**src/rtl/hamming_serial_rx.sv**
```systemverilog
// Receive side of the Hamming(7,4) serial link: deserialises 7-bit codewords,
// corrects single-bit errors and presents the assembled word on a valid/ready port.
module hamming_serial_rx #(
  parameter int WIDTH = 128
) (
  input  logic                         clk,
  input  logic                         rst,
  input  logic                         serial_in,
  input  logic                         serial_valid,
  output logic                         serial_ready,
  output logic                         out_valid,
  input  logic                         out_ready,
  output logic [WIDTH-1:0]             parallel_out,
  output logic [$clog2(WIDTH/4+1)-1:0] err_count,
  output logic                         busy
);

  localparam int BLOCKS = WIDTH / 4;
  localparam int CW     = $clog2(BLOCKS + 1);
  localparam int BW     = $clog2(BLOCKS);
  localparam logic [BW-1:0] LAST_BLK = BW'(BLOCKS - 1);

  typedef enum logic [1:0] {
    IDLE = 2'd0,
    RECV = 2'd1,
    DONE = 2'd2
  } state_t;

  state_t            state_q, state_d;
  logic [2:0]        bit_q, bit_d;
  logic [BW-1:0]     blk_q, blk_d;
  logic [5:0]        shreg_q, shreg_d;
  logic [WIDTH-1:0]  data_q, data_d;
  logic [CW-1:0]     err_q, err_d;
  logic              ready_q, valid_q, busy_q;

  logic              accept_s;
  logic              last_bit_s;
  logic [6:0]        cw_s;
  logic [2:0]        syn_s;
  logic [3:0]        nib_s;

  // Codeword layout: cw[0]=p1, cw[1]=p2, cw[2]=p3, cw[3..6]=d0..d3; result is {s2,s1,s0}.
  function automatic logic [2:0] syndrome_f(input logic [6:0] cw);
    logic s0, s1, s2;
    s0 = cw[0] ^ cw[6] ^ cw[5] ^ cw[3];
    s1 = cw[1] ^ cw[6] ^ cw[4] ^ cw[3];
    s2 = cw[2] ^ cw[5] ^ cw[4] ^ cw[3];
    return {s2, s1, s0};
  endfunction

  function automatic logic [3:0] correct_f(input logic [6:0] cw, input logic [2:0] syn);
    logic [3:0] d;
    d = cw[6:3];
    case (syn)
      3'b111:  d[0] = ~cw[3];
      3'b110:  d[1] = ~cw[4];
      3'b101:  d[2] = ~cw[5];
      3'b011:  d[3] = ~cw[6];
      default: d = cw[6:3];
    endcase
    return d;
  endfunction

  assign accept_s   = serial_valid & ready_q;
  assign last_bit_s = (bit_q == 3'd6);
  assign cw_s       = {serial_in, shreg_q};
  assign syn_s      = syndrome_f(cw_s);
  assign nib_s      = correct_f(cw_s, syn_s);

  // Next-state logic: frame sequencing, counters, decode write-back and error tally.
  always_comb begin
    state_d = state_q;
    bit_d   = bit_q;
    blk_d   = blk_q;
    shreg_d = shreg_q;
    data_d  = data_q;
    err_d   = err_q;
    if (accept_s) begin
      shreg_d = {serial_in, shreg_q[5:1]};
      if (state_q == IDLE) begin
        state_d = RECV;
        err_d   = '0;
      end else begin
        state_d = state_q;
      end
      if (last_bit_s) begin
        bit_d = 3'd0;
        for (int b = 0; b < BLOCKS; b++) begin
          if (blk_q == BW'(b)) begin
            data_d[4*b +: 4] = nib_s;
          end else begin
            data_d[4*b +: 4] = data_q[4*b +: 4];
          end
        end
        if (syn_s != 3'b000) begin
          err_d = err_q + CW'(1);
        end else begin
          err_d = err_q;
        end
        if (blk_q == LAST_BLK) begin
          blk_d   = '0;
          state_d = DONE;
        end else begin
          blk_d = blk_q + BW'(1);
        end
      end else begin
        bit_d = bit_q + 3'd1;
      end
    end else if ((state_q == DONE) && out_ready) begin
      state_d = IDLE;
    end else begin
      state_d = state_q;
    end
  end

  // State, datapath and registered handshake/status outputs.
  always_ff @(posedge clk or negedge rst) begin
    if (!rst) begin
      state_q <= IDLE;
      bit_q   <= 3'd0;
      blk_q   <= '0;
      shreg_q <= 6'd0;
      data_q  <= '0;
      err_q   <= '0;
      ready_q <= 1'b1;
      valid_q <= 1'b0;
      busy_q  <= 1'b0;
    end else begin
      state_q <= state_d;
      bit_q   <= bit_d;
      blk_q   <= blk_d;
      shreg_q <= shreg_d;
      data_q  <= data_d;
      err_q   <= err_d;
      ready_q <= (state_d != DONE);
      valid_q <= (state_d == DONE);
      busy_q  <= (state_d == RECV);
    end
  end

  assign serial_ready = ready_q;
  assign out_valid    = valid_q;
  assign busy         = busy_q;
  assign parallel_out = data_q;
  assign err_count    = err_q;

endmodule

```
**config.mk**
```make
export PLATFORM = sky130hd
export DESIGN_NAME = hamming_serial_rx
export DESIGN_NICKNAME = d
export VERILOG_FILES = /design/src/rtl/hamming_serial_rx.sv
export SDC_FILE = /design/constraint.sdc
export NUM_CORES = 1
export LEC_CHECK = 0
export CAP_MARGIN = 20
export CORE_AREA = 8 8 136 138
export CTS_BUF_LIST = sky130_fd_sc_hd__clkbuf_16
export DETAILED_ROUTE_END_ITERATION = 7
export DIE_AREA = 0 0 144 146
export PLACE_DENSITY = 0.67
export REMOVE_ABC_BUFFERS = 1
export SLEW_MARGIN = 20
export SYNTH_ARGS = -nofsm -noshare
export SYNTH_HDL_FRONTEND = slang
export SYNTH_SLANG_ARGS = --single-unit
```
**constraint.sdc**
```tcl
create_clock -name clk -period 2.3 [get_ports clk]
set_clock_uncertainty 0.05 [all_clocks]
set_input_delay 0.46 -clock clk [delete_from_list [all_inputs] [get_ports clk]]
set_output_delay 0.46 -clock clk [all_outputs]
set_load 0.1 [all_outputs]
```
### After elaboration in Yosys (flattened, before gate mapping)

Index checks and enable logic that the tools add are counted.

| operators by class | value |
|---|---|
| add/sub/neg operators | 3 |
| eq/ne operators | 41 |
| multiplexer cells | 14 |
| bitwise logic cells | 14 |
| reductions and logical operators | 39 |

Operators with widths:

| operator | number |
|---|---|
| $reduce_and 3->1 | 33 |
| $eq 5x5->1 const B | 16 |
| $eq 5x4->1 const B | 8 |
| $eq 5x3->1 const B | 4 |
| $mux 6 | 3 |
| $eq 3x3->1 const B | 4 |
| $eq 5x2->1 const B | 2 |
| $mux 2 | 5 |
| $xor 1x1->1 | 9 |
| $add 6x1->6 const B | 1 |
| $add 5x1->5 const B | 1 |
| $eq 5x1->1 const B | 1 |
| $logic_not 5->1 | 1 |
| $mux 5 | 1 |
| $eq 2x2->1 const B | 2 |
| $mux 1 | 4 |
| $not 1->1 | 4 |
| $add 3x1->3 const B | 1 |
| $eq 3x2->1 const B | 1 |
| $mux 3 | 1 |
| $reduce_bool 3->1 | 1 |
| $eq 2x1->1 const B | 1 |
| $logic_not 2->1 | 1 |
| $ne 2x1->1 const B | 1 |
| 5 further kinds | 5 |

| word-level totals | value |
|---|---|
| flip-flop bits (word level) | 153 |
| input port bits | 5 |
| output and inout port bits | 137 |
| word-level logic and storage cells | 151 |

### Depth between registers and ports, before layout

Gate-level depths: netlist of run 1.

| logic depth | value |
|---|---|
| depth in word-level cells | 6 |
| mapped depth | 9 |
| mapped depth without buffers | 6 |

### Worst setup path before layout of run 1

Ideal clock, no wire load.

| timing | value |
|---|---|
| path kind | register to register |
| start point | register ready_q, in the netlist serial_ready |
| end point | register data_q[68], in the netlist parallel_out[68] |
| library setup time | 0.147 ns |
| arrival | 2.003 ns |
| data required time | 2.103 ns |
| path slack | 0.100 ns |
| cell stages (with the launch flop) | 6 |
| buffers on the path | 0 |
| period minus slack after synthesis | 2.200 ns |
| cells stage by stage | dfstp_2 -> nand2_1 -> nor2_1 -> nand3_1 -> nor3_1 -> a21oi_1 |

| on the way | value |
|---|---|
| word-level cells in the longest chain between the ends | 2 |

RTL lines:

| element | RTL line | text |
|---|---|---|
| from (decl) | 35 | `logic ready_q, valid_q, busy_q;` |
| from (signal assigned) | 136 | `ready_q <= (state_d != DONE);` |
| $and 1x1->1 | 65 | `assign accept_s = serial_valid & ready_q;` |
| $reduce_and 3->1 (no line) | -- |  |
| to (signal assigned) | 134 | `data_q <= data_d;` |
| to (decl) | 33 | `logic [WIDTH-1:0] data_q, data_d;` |

Every way passes these cells.
A chain may end at the register's enable or synchronous reset.

### Final worst setup path of run 1

| timing | value |
|---|---|
| start point | register shreg_q[4] |
| end point | register err_q[0], in the netlist err_count[0] |

| on the way | value |
|---|---|
| word-level cells in the longest chain between the ends | 5 |
| elaborated cells on any way between the ends | 7 |
| those cells by class | eq/ne: 1; bitwise: 4; reduce/logical: 2 |

RTL lines:

| element | RTL line | text |
|---|---|---|
| from (decl) | 32 | `logic [5:0] shreg_q, shreg_d;` |
| from (signal assigned) | 133 | `shreg_q <= shreg_d;` |
| $xor 1x1->1, on equally long branches (2 in series) | 47, 48 |  |
| $reduce_bool 3->1 * | 96 | `if (syn_s != 3'b000) begin` |
| $ne 2x1->1 (no line) * | -- |  |
| $reduce_and 3->1 (no line) * | -- |  |
| to (signal assigned) | 135 | `err_q <= err_d;` |
| to (decl) | 34 | `logic [CW-1:0] err_q, err_d;` |

Mark *: on every way between the ends. The rest lies on a longest branch, timed or not.

==> impl_metrics.yaml, run 1 <==
run_status:
  outcome: "finished with violations"
  violations: "setup timing"
yosys:
  synth_commonest_cells: "152 x dfrtp_1, 105 x nand2_1, 82 x nor2_1, 63 x a21oi_1, 63 x o21ai_1"
  async_reset_ff_share_pct: 100
  yosys.area.top_type_share_pct: 59.3
  synthTopCellsByArea: "dfrtp_1 59%, nand2_1 6.1%, a21oi_1 4.9%"
  yosysSeqAreaShare_pct: 59.8
  synthXorXnorAreaFrac_pct: 1.62
  yosys.area_share.simple_pct: 16.3
  synth-edff-count: 0
  ys_types: 57
  synth_compound_area_share_pct: 15.9
  syn_area_per_cell_um2: 9.98
  synth_seq_cells: 153
  synth_top_family_by_area: "simple AND/OR/NAND/NOR gates"
  synth_largest_area_cell: "dfrtp_1"
  yosysWarningCount: 0
  synth_fa_ha_area_share_pct: 1.37
  yosys-mux-area-fraction_pct: 1.62
  yosysMostFrequentCell: "dfrtp_1"
  synthFlopType: "dfrtp_1"
  synthesis.area_mm2: 0.00641
  synth_cells: 642
sta:
  worst_pin_slew_ns: 0.531
  rsz0062_at_grt: "true"
  min_period_ns: 2.30
  fin_tns_setup_ns: -0.00425
  fmax_mhz: 434
  slew_headroom_pct: 64.6
  finalCritPeriodShare_pct: 100
  report.final.slew_viol_count: 0
  finalSetupViolCount: 1
  setup_slack_ns: -0.00425
  final_hold_viol_count: 0
critical_path:
  crit_arrival_ns: 2.56
  cp_slowest_cell: "mux4_2"
  critPathKind: "flop to flop"
  startpoint_type: "flop"
  path_cells: "buf_12 > xor2_2 > buf_6 > nor3_4 > mux4_2 > mux2i_4 > o21ai_2 > mux2_4"
  cpPeakStageDelay_ns: 0.53
  crit_family: "multiplexers"
  worstPathRequired_ns: 2.55
  cp_num_buf_inv: 2
  worstSetupEndpointType: "flop"
  crit_fanout: 7
floorplan:
  core.rowCount: 47
  die_w_um: 144
  initial_core_util_pct: 39.4
  dieArea_mm2: 0.0210
  die_h_um: 146
  ios: 142
  coreArea_mm2: 0.0163
pwr:
  cellPowerDensity_mw_per_mm2: 1050
  p_clk_share_pct: 28.2
  intPower_uw: 5330
  power_frac_comb_pct: 36.6
  pwr-share-seq_pct: 35.2
  power.static_leakage_uw: 0.00424
  p_sw_uw: 3860
  p_sw_share_pct: 42.0
  ir_drop_mv: 1.01
flow_run:
  max_cap_viol_count: 0
placement:
  placed_area_mm2: 0.00798
  post-dp-hpwl_mm: 12.3
  port_buffers: 141
  gp_congestion: 0.825
clock_tree:
  cts.sinks: 153
  clkLatencyLatePin_ns: 0.42
  clockBufferDepth: 2
  cts_tree: "yes"
  cts_root_buffer: "clkbuf_16"
  clkTransAtPathRegs_ns: 0.06
  htreeDepth: 4
  cts_buffers: 17
final_layout:
  drive_above_1_share_pct: 30.6
  area_delta_synth_final_pct: 36.8
  antenna_cells: 0
  nets: 832
  postLayoutCellArea_mm2: 0.00877
  fill_cells: 1425
detailed_routing:
  drt_iter0_markers: 436
  vias_per_cell: 5.07
  drc: 0
  wirelength_mm: 17.7
  first_pass_iters: 6
  drtAntennaViolNets: 0
  wl_per_cell_um: 16.8
  dr_total_vias: 5341
worst_hold_path:
  hold_class: "flop to flop"
global_routing:
  grtUsageTotal_pct: 17.1
  gr-total-overflow: 0
  grt_pass1_wl_mm: 28.1
  first_global_vias: 5398
  antenna_found_initial: 0
  grt_max_degree: 58
## through the flow
stage	setup slack, ns	std cells	hold WS (ns)	power (uW)	util [%]
detailed placement	-0.0747	1013	0.400	6490	49.0
floorplan	-0.736	609	0.114	5430	-
global route	-0.0753	1053	0.457	9600	53.8
finish	-0.00425	1053	0.435	9190	53.8
global placement	0.0120	1013	0.389	6420	49.0
CTS	0.0212	1049	0.439	9130	52.7
## cell type report
cell class / count / area [um^2] / area share (%)
clock buffer: 17 / 425 / 4.85
multi-input combinational: 449 / 2490 / 28.4
clock inverter: 15 / 125 / 1.43
inverter: 7 / 26.3 / 0.300
tap: 220 / 275 / 3.14
sequential: 153 / 3830 / 43.7
timing repair buffer: 192 / 1590 / 18.1
## path summary, 6_finish.rpt
check / from / endpoint / slack (ns) / cells after the start
hold reg to reg: parallel_out[35] / parallel_out[35] / 0.44 / 2
hold / removal: parallel_out[35] / parallel_out[35] / 0.44 / 2
setup / recovery: shreg_q[4] / err_count[0] / -0.004 / 8
max in group asynchronous: rst / parallel_out[102] / 0.98 / 3
min in group asynchronous: rst / parallel_out[61] / 0.53 / 2
setup reg to reg: shreg_q[4] / err_count[0] / -0.004 / 8
## registers in the layout (all words and copies together) (netlist names)
register,count
out_valid,1
shreg_q,6
state_q,2
serial_ready,1
blk_q,5
err_count,6
parallel_out,128
busy,1
bit_q,3
## worst min-delay path, cell delays in order (launching register included)
cell and delay, ns:
dfrtp_1 0.34, nand2_1 0.05, o21ai_0 0.06
## power by group through the flow
stage / logic, uW / registers, uW / clock network, uW
2_1_floorplan: 793 / 4630 / 0
3_3_place_gp: 3160 / 3260 / 0
3_5_place_dp: 3210 / 3280 / 0
4_1_cts: 3250 / 3240 / 2650
5_1_grt: 3560 / 3280 / 2760
6_report: 3360 / 3240 / 2590
## metal layers
metal | global-route usage, % | part of all wire, % | vias to the layer above
met5 | 0 | 0 | -
met4 | 6.52 | 1.7 | 0
met3 | 4.23 | 6.1 | 25
met2 | 28.4 | 49 | 158
met1 | 20.7 | 43 | 2580
li1 | - | - | 2578
## cell families (layout without fill, tap and decap cells)
logic type / count (synthesis) / in the layout
buf+inv: 40 / 231
fa+ha+maj: 7 / 7
flops: 153 / 153
mux: 6 / 6
simple gates: 243 / 243
xor+xnor: 8 / 8
compound gates: 185 / 185
## layout by cell type (no fill, tap or decap), types with 3 or more instances in the layout
master,instances
ha_1,7
buf_6,3
o221ai_1,3
clkdlybuf4s50_1,3
buf_12,10
clkinv_4,3
nand3_1,17
clkbuf_16,17
nor2b_1,3
nand4_1,5
nor2_1,82
and3_1,3
inv_1,6
nor3_4,6
inv_6,4
o21ai_1,62
dfrtp_1,149
nand2_1,105
o21ai_0,33
a21oi_2,3
a21oi_1,60
buf_4,175
nand2b_1,4
o22a_1,3
xnor2_1,4
clkinv_2,3
dfrtp_2,3
and2_1,4
o21ai_2,4
nor3_1,5
## timing repair
action,in CTS,in global routing
setup endpoints to repair,3,48
hold buffers,1,0
endpoints found under the hold margin,49,0
resized for setup,4,25
buffers inserted,3,4
pin swaps,0,6
Power figures use the tool's default switching activity.
==> run 2, diff against run 1 <==
--- a/config.mk
+++ b/config.mk
@@ -6,11 +6,11 @@
 export NUM_CORES = 1
 export LEC_CHECK = 0
 export CAP_MARGIN = 20
-export CORE_AREA = 8 8 136 138
+export CORE_AREA = 8 8 128 130
 export CTS_BUF_LIST = sky130_fd_sc_hd__clkbuf_16
 export DETAILED_ROUTE_END_ITERATION = 7
-export DIE_AREA = 0 0 144 146
-export PLACE_DENSITY = 0.67
+export DIE_AREA = 0 0 136 138
+export PLACE_DENSITY = 0.75
 export REMOVE_ABC_BUFFERS = 1
 export SLEW_MARGIN = 20
 export SYNTH_ARGS = -nofsm -noshare
==> run 2 against run 1 <==
The run now ends clean. Sequential cell count did not move. Critical path depth stayed put. Sequential share of layout area is 0.48 points lower. Clock power grew 15%. Maximum frequency is 0.59% higher. Critical path type unchanged. Critical endpoint is now err_count[2]. Largest power group unchanged.
==> impl_metrics.yaml, run 2 (same netlist as run 1, synthesis figures left out) <==
run_status:
  outcome: "finished, final reports clean"
floorplan:
  die_h_um: 138
  dieArea_mm2: 0.0188
  initial_core_util_pct: 44.8
  ios: 142
  core.rowCount: 44
  coreArea_mm2: 0.0143
  die_w_um: 136
pwr:
  power_frac_comb_pct: 36.2
  intPower_uw: 5840
  cellPowerDensity_mw_per_mm2: 1090
  p_sw_uw: 3860
  p_sw_share_pct: 39.8
  ir_drop_mv: 0.538
  p_total_uw: 9700
  pwr-share-seq_pct: 33.2
  p_clk_share_pct: 30.6
  power.static_leakage_uw: 0.00433
clock_tree:
  cts_tree: "yes"
  cts.sinks: 153
  htreeDepth: 4
  clockBufferDepth: 2
  clkLatencyLatePin_ns: 0.41
  cts_buffers: 17
  clkTransAtPathRegs_ns: 0.06
  cts_root_buffer: "clkbuf_16"
final_layout:
  antenna_cells: 0
  postLayoutCellArea_mm2: 0.00886
  nets: 838
  largest_register_ff_count: 128
  final_cell_mix: "175 x buf_4, 150 x dfrtp_1, 105 x nand2_1, 82 x nor2_1"
  layout_commonest_cell: "buf_4"
  drive_above_1_share_pct: 29.7
  fill_cells: 1170
  area_delta_synth_final_pct: 38.3
critical_path:
  startpoint_type: "flop"
  worstSetupEndpointType: "flop"
  cpPeakStageDelay_ns: 0.52
  crit_fanout: 7
  worstPathRequired_ns: 2.55
  crit_arrival_ns: 2.54
  cp_slowest_cell: "mux4_2"
  path_cells: "buf_12 > xnor2_4 > nor3_1 > mux4_2 > buf_4 > o22ai_2 > o21ai_0 > a22o_1"
  critPathKind: "flop to flop"
sta:
  whs_ns: 0.432
  finalCritPeriodShare_pct: 99.6
  min_period_ns: 2.29
  fmax_mhz: 437
  rsz0062_at_grt: "true"
  slew_headroom_pct: 60.7
  report.final.slew_viol_count: 0
  worst_pin_slew_ns: 0.589
  final_hold_viol_count: 0
  finalSetupViolCount: 0
global_routing:
  gr-total-overflow: 0
  grt_pass1_wl_mm: 28.0
  grt_max_degree: 62
  first_global_vias: 5418
  antenna_found_initial: 0
  grtUsageTotal_pct: 18.6
worst_hold_path:
  hold_class: "flop to flop"
detailed_routing:
  drc: 0
  first_pass_iters: 5
  wirelength_mm: 18.5
  drt_iter0_markers: 442
  vias_per_cell: 5.35
  dr_total_vias: 5476
  drtAntennaViolNets: 0
  wl_per_cell_um: 18.1
placement:
  gp_congestion: 0.874
  post-dp-hpwl_mm: 12.5
  placed_area_mm2: 0.00797
  port_buffers: 141
flow_run:
  max_cap_viol_count: 0
==> run 2: metal layers <==
metal / GRT usage [%] / wire, um / vias up
met5: 0 / 0 / -
met4: 8.10 / 503 / 0
met3: 4.78 / 1190 / 40
met2: 30.1 / 9060 / 199
met1: 23.0 / 7780 / 2655
li1: - / - / 2582
==> run 2: critical path: cells and delay by family (launching register included) <==
family | cells | cell delay [ns]
buf+inv | 2 | 0.32
flops | 1 | 0.39
simple gates | 1 | 0.13
xor+xnor | 1 | 0.28
mux | 1 | 0.52
compound gates | 3 | 0.46
==> run 2: final cells by class <==
cell class	instances	area (um^2)	share of cell area (%)
multi-input combinational	449	2450	27.7
tap	184	230	2.60
clock buffer	17	425	4.80
clock inverter	15	198	2.23
sequential	153	3830	43.2
timing repair buffer	198	1690	19.1
inverter	7	28.8	0.325
==> run 2: final timing paths <==
kind,from,endpoint,slack [ns],depth (start not counted)
setup / recovery,shreg_q[4],err_count[2],0.009,8
hold / removal,parallel_out[35],parallel_out[35],0.43,2
setup reg to reg,shreg_q[4],err_count[2],0.009,8
hold reg to reg,parallel_out[35],parallel_out[35],0.43,2
max in group asynchronous,rst,parallel_out[15],1.00,3
min in group asynchronous,rst,parallel_out[98],0.55,2
==> run 2: stage by stage <==
stage | setup WS [ns] | cells | TNS, ns | util (%)
floorplan | -0.736 | 609 | -45.88 | -
global placement | -0.00607 | 976 | -0.00705 | 55.7
detailed placement | -0.0248 | 976 | -0.196 | 55.7
CTS | 0.00816 | 1009 | 0 | 60.2
global route | -0.0941 | 1023 | -2.24 | 61.9
finish | 0.00924 | 1023 | 0 | 61.9
==> run 2: what timing repair did <==
action,in CTS,in global routing
hold buffers,1,0
endpoints found under the setup margin,4,84
hold endpoints to repair,8,0
resized for setup,1,18
pin swaps,0,3
cloned,0,4
buffers inserted,0,10
==> run 2: power by group through the flow <==
stage	Sequential [uW]	Combinational (uW)	Clock, uW
final	3220	3510	2970
after global routing	3260	3680	3110
after detailed placement	3260	3250	0
after CTS	3210	3260	3010
after floorplan	4630	793	0
after global placement	3230	3190	0
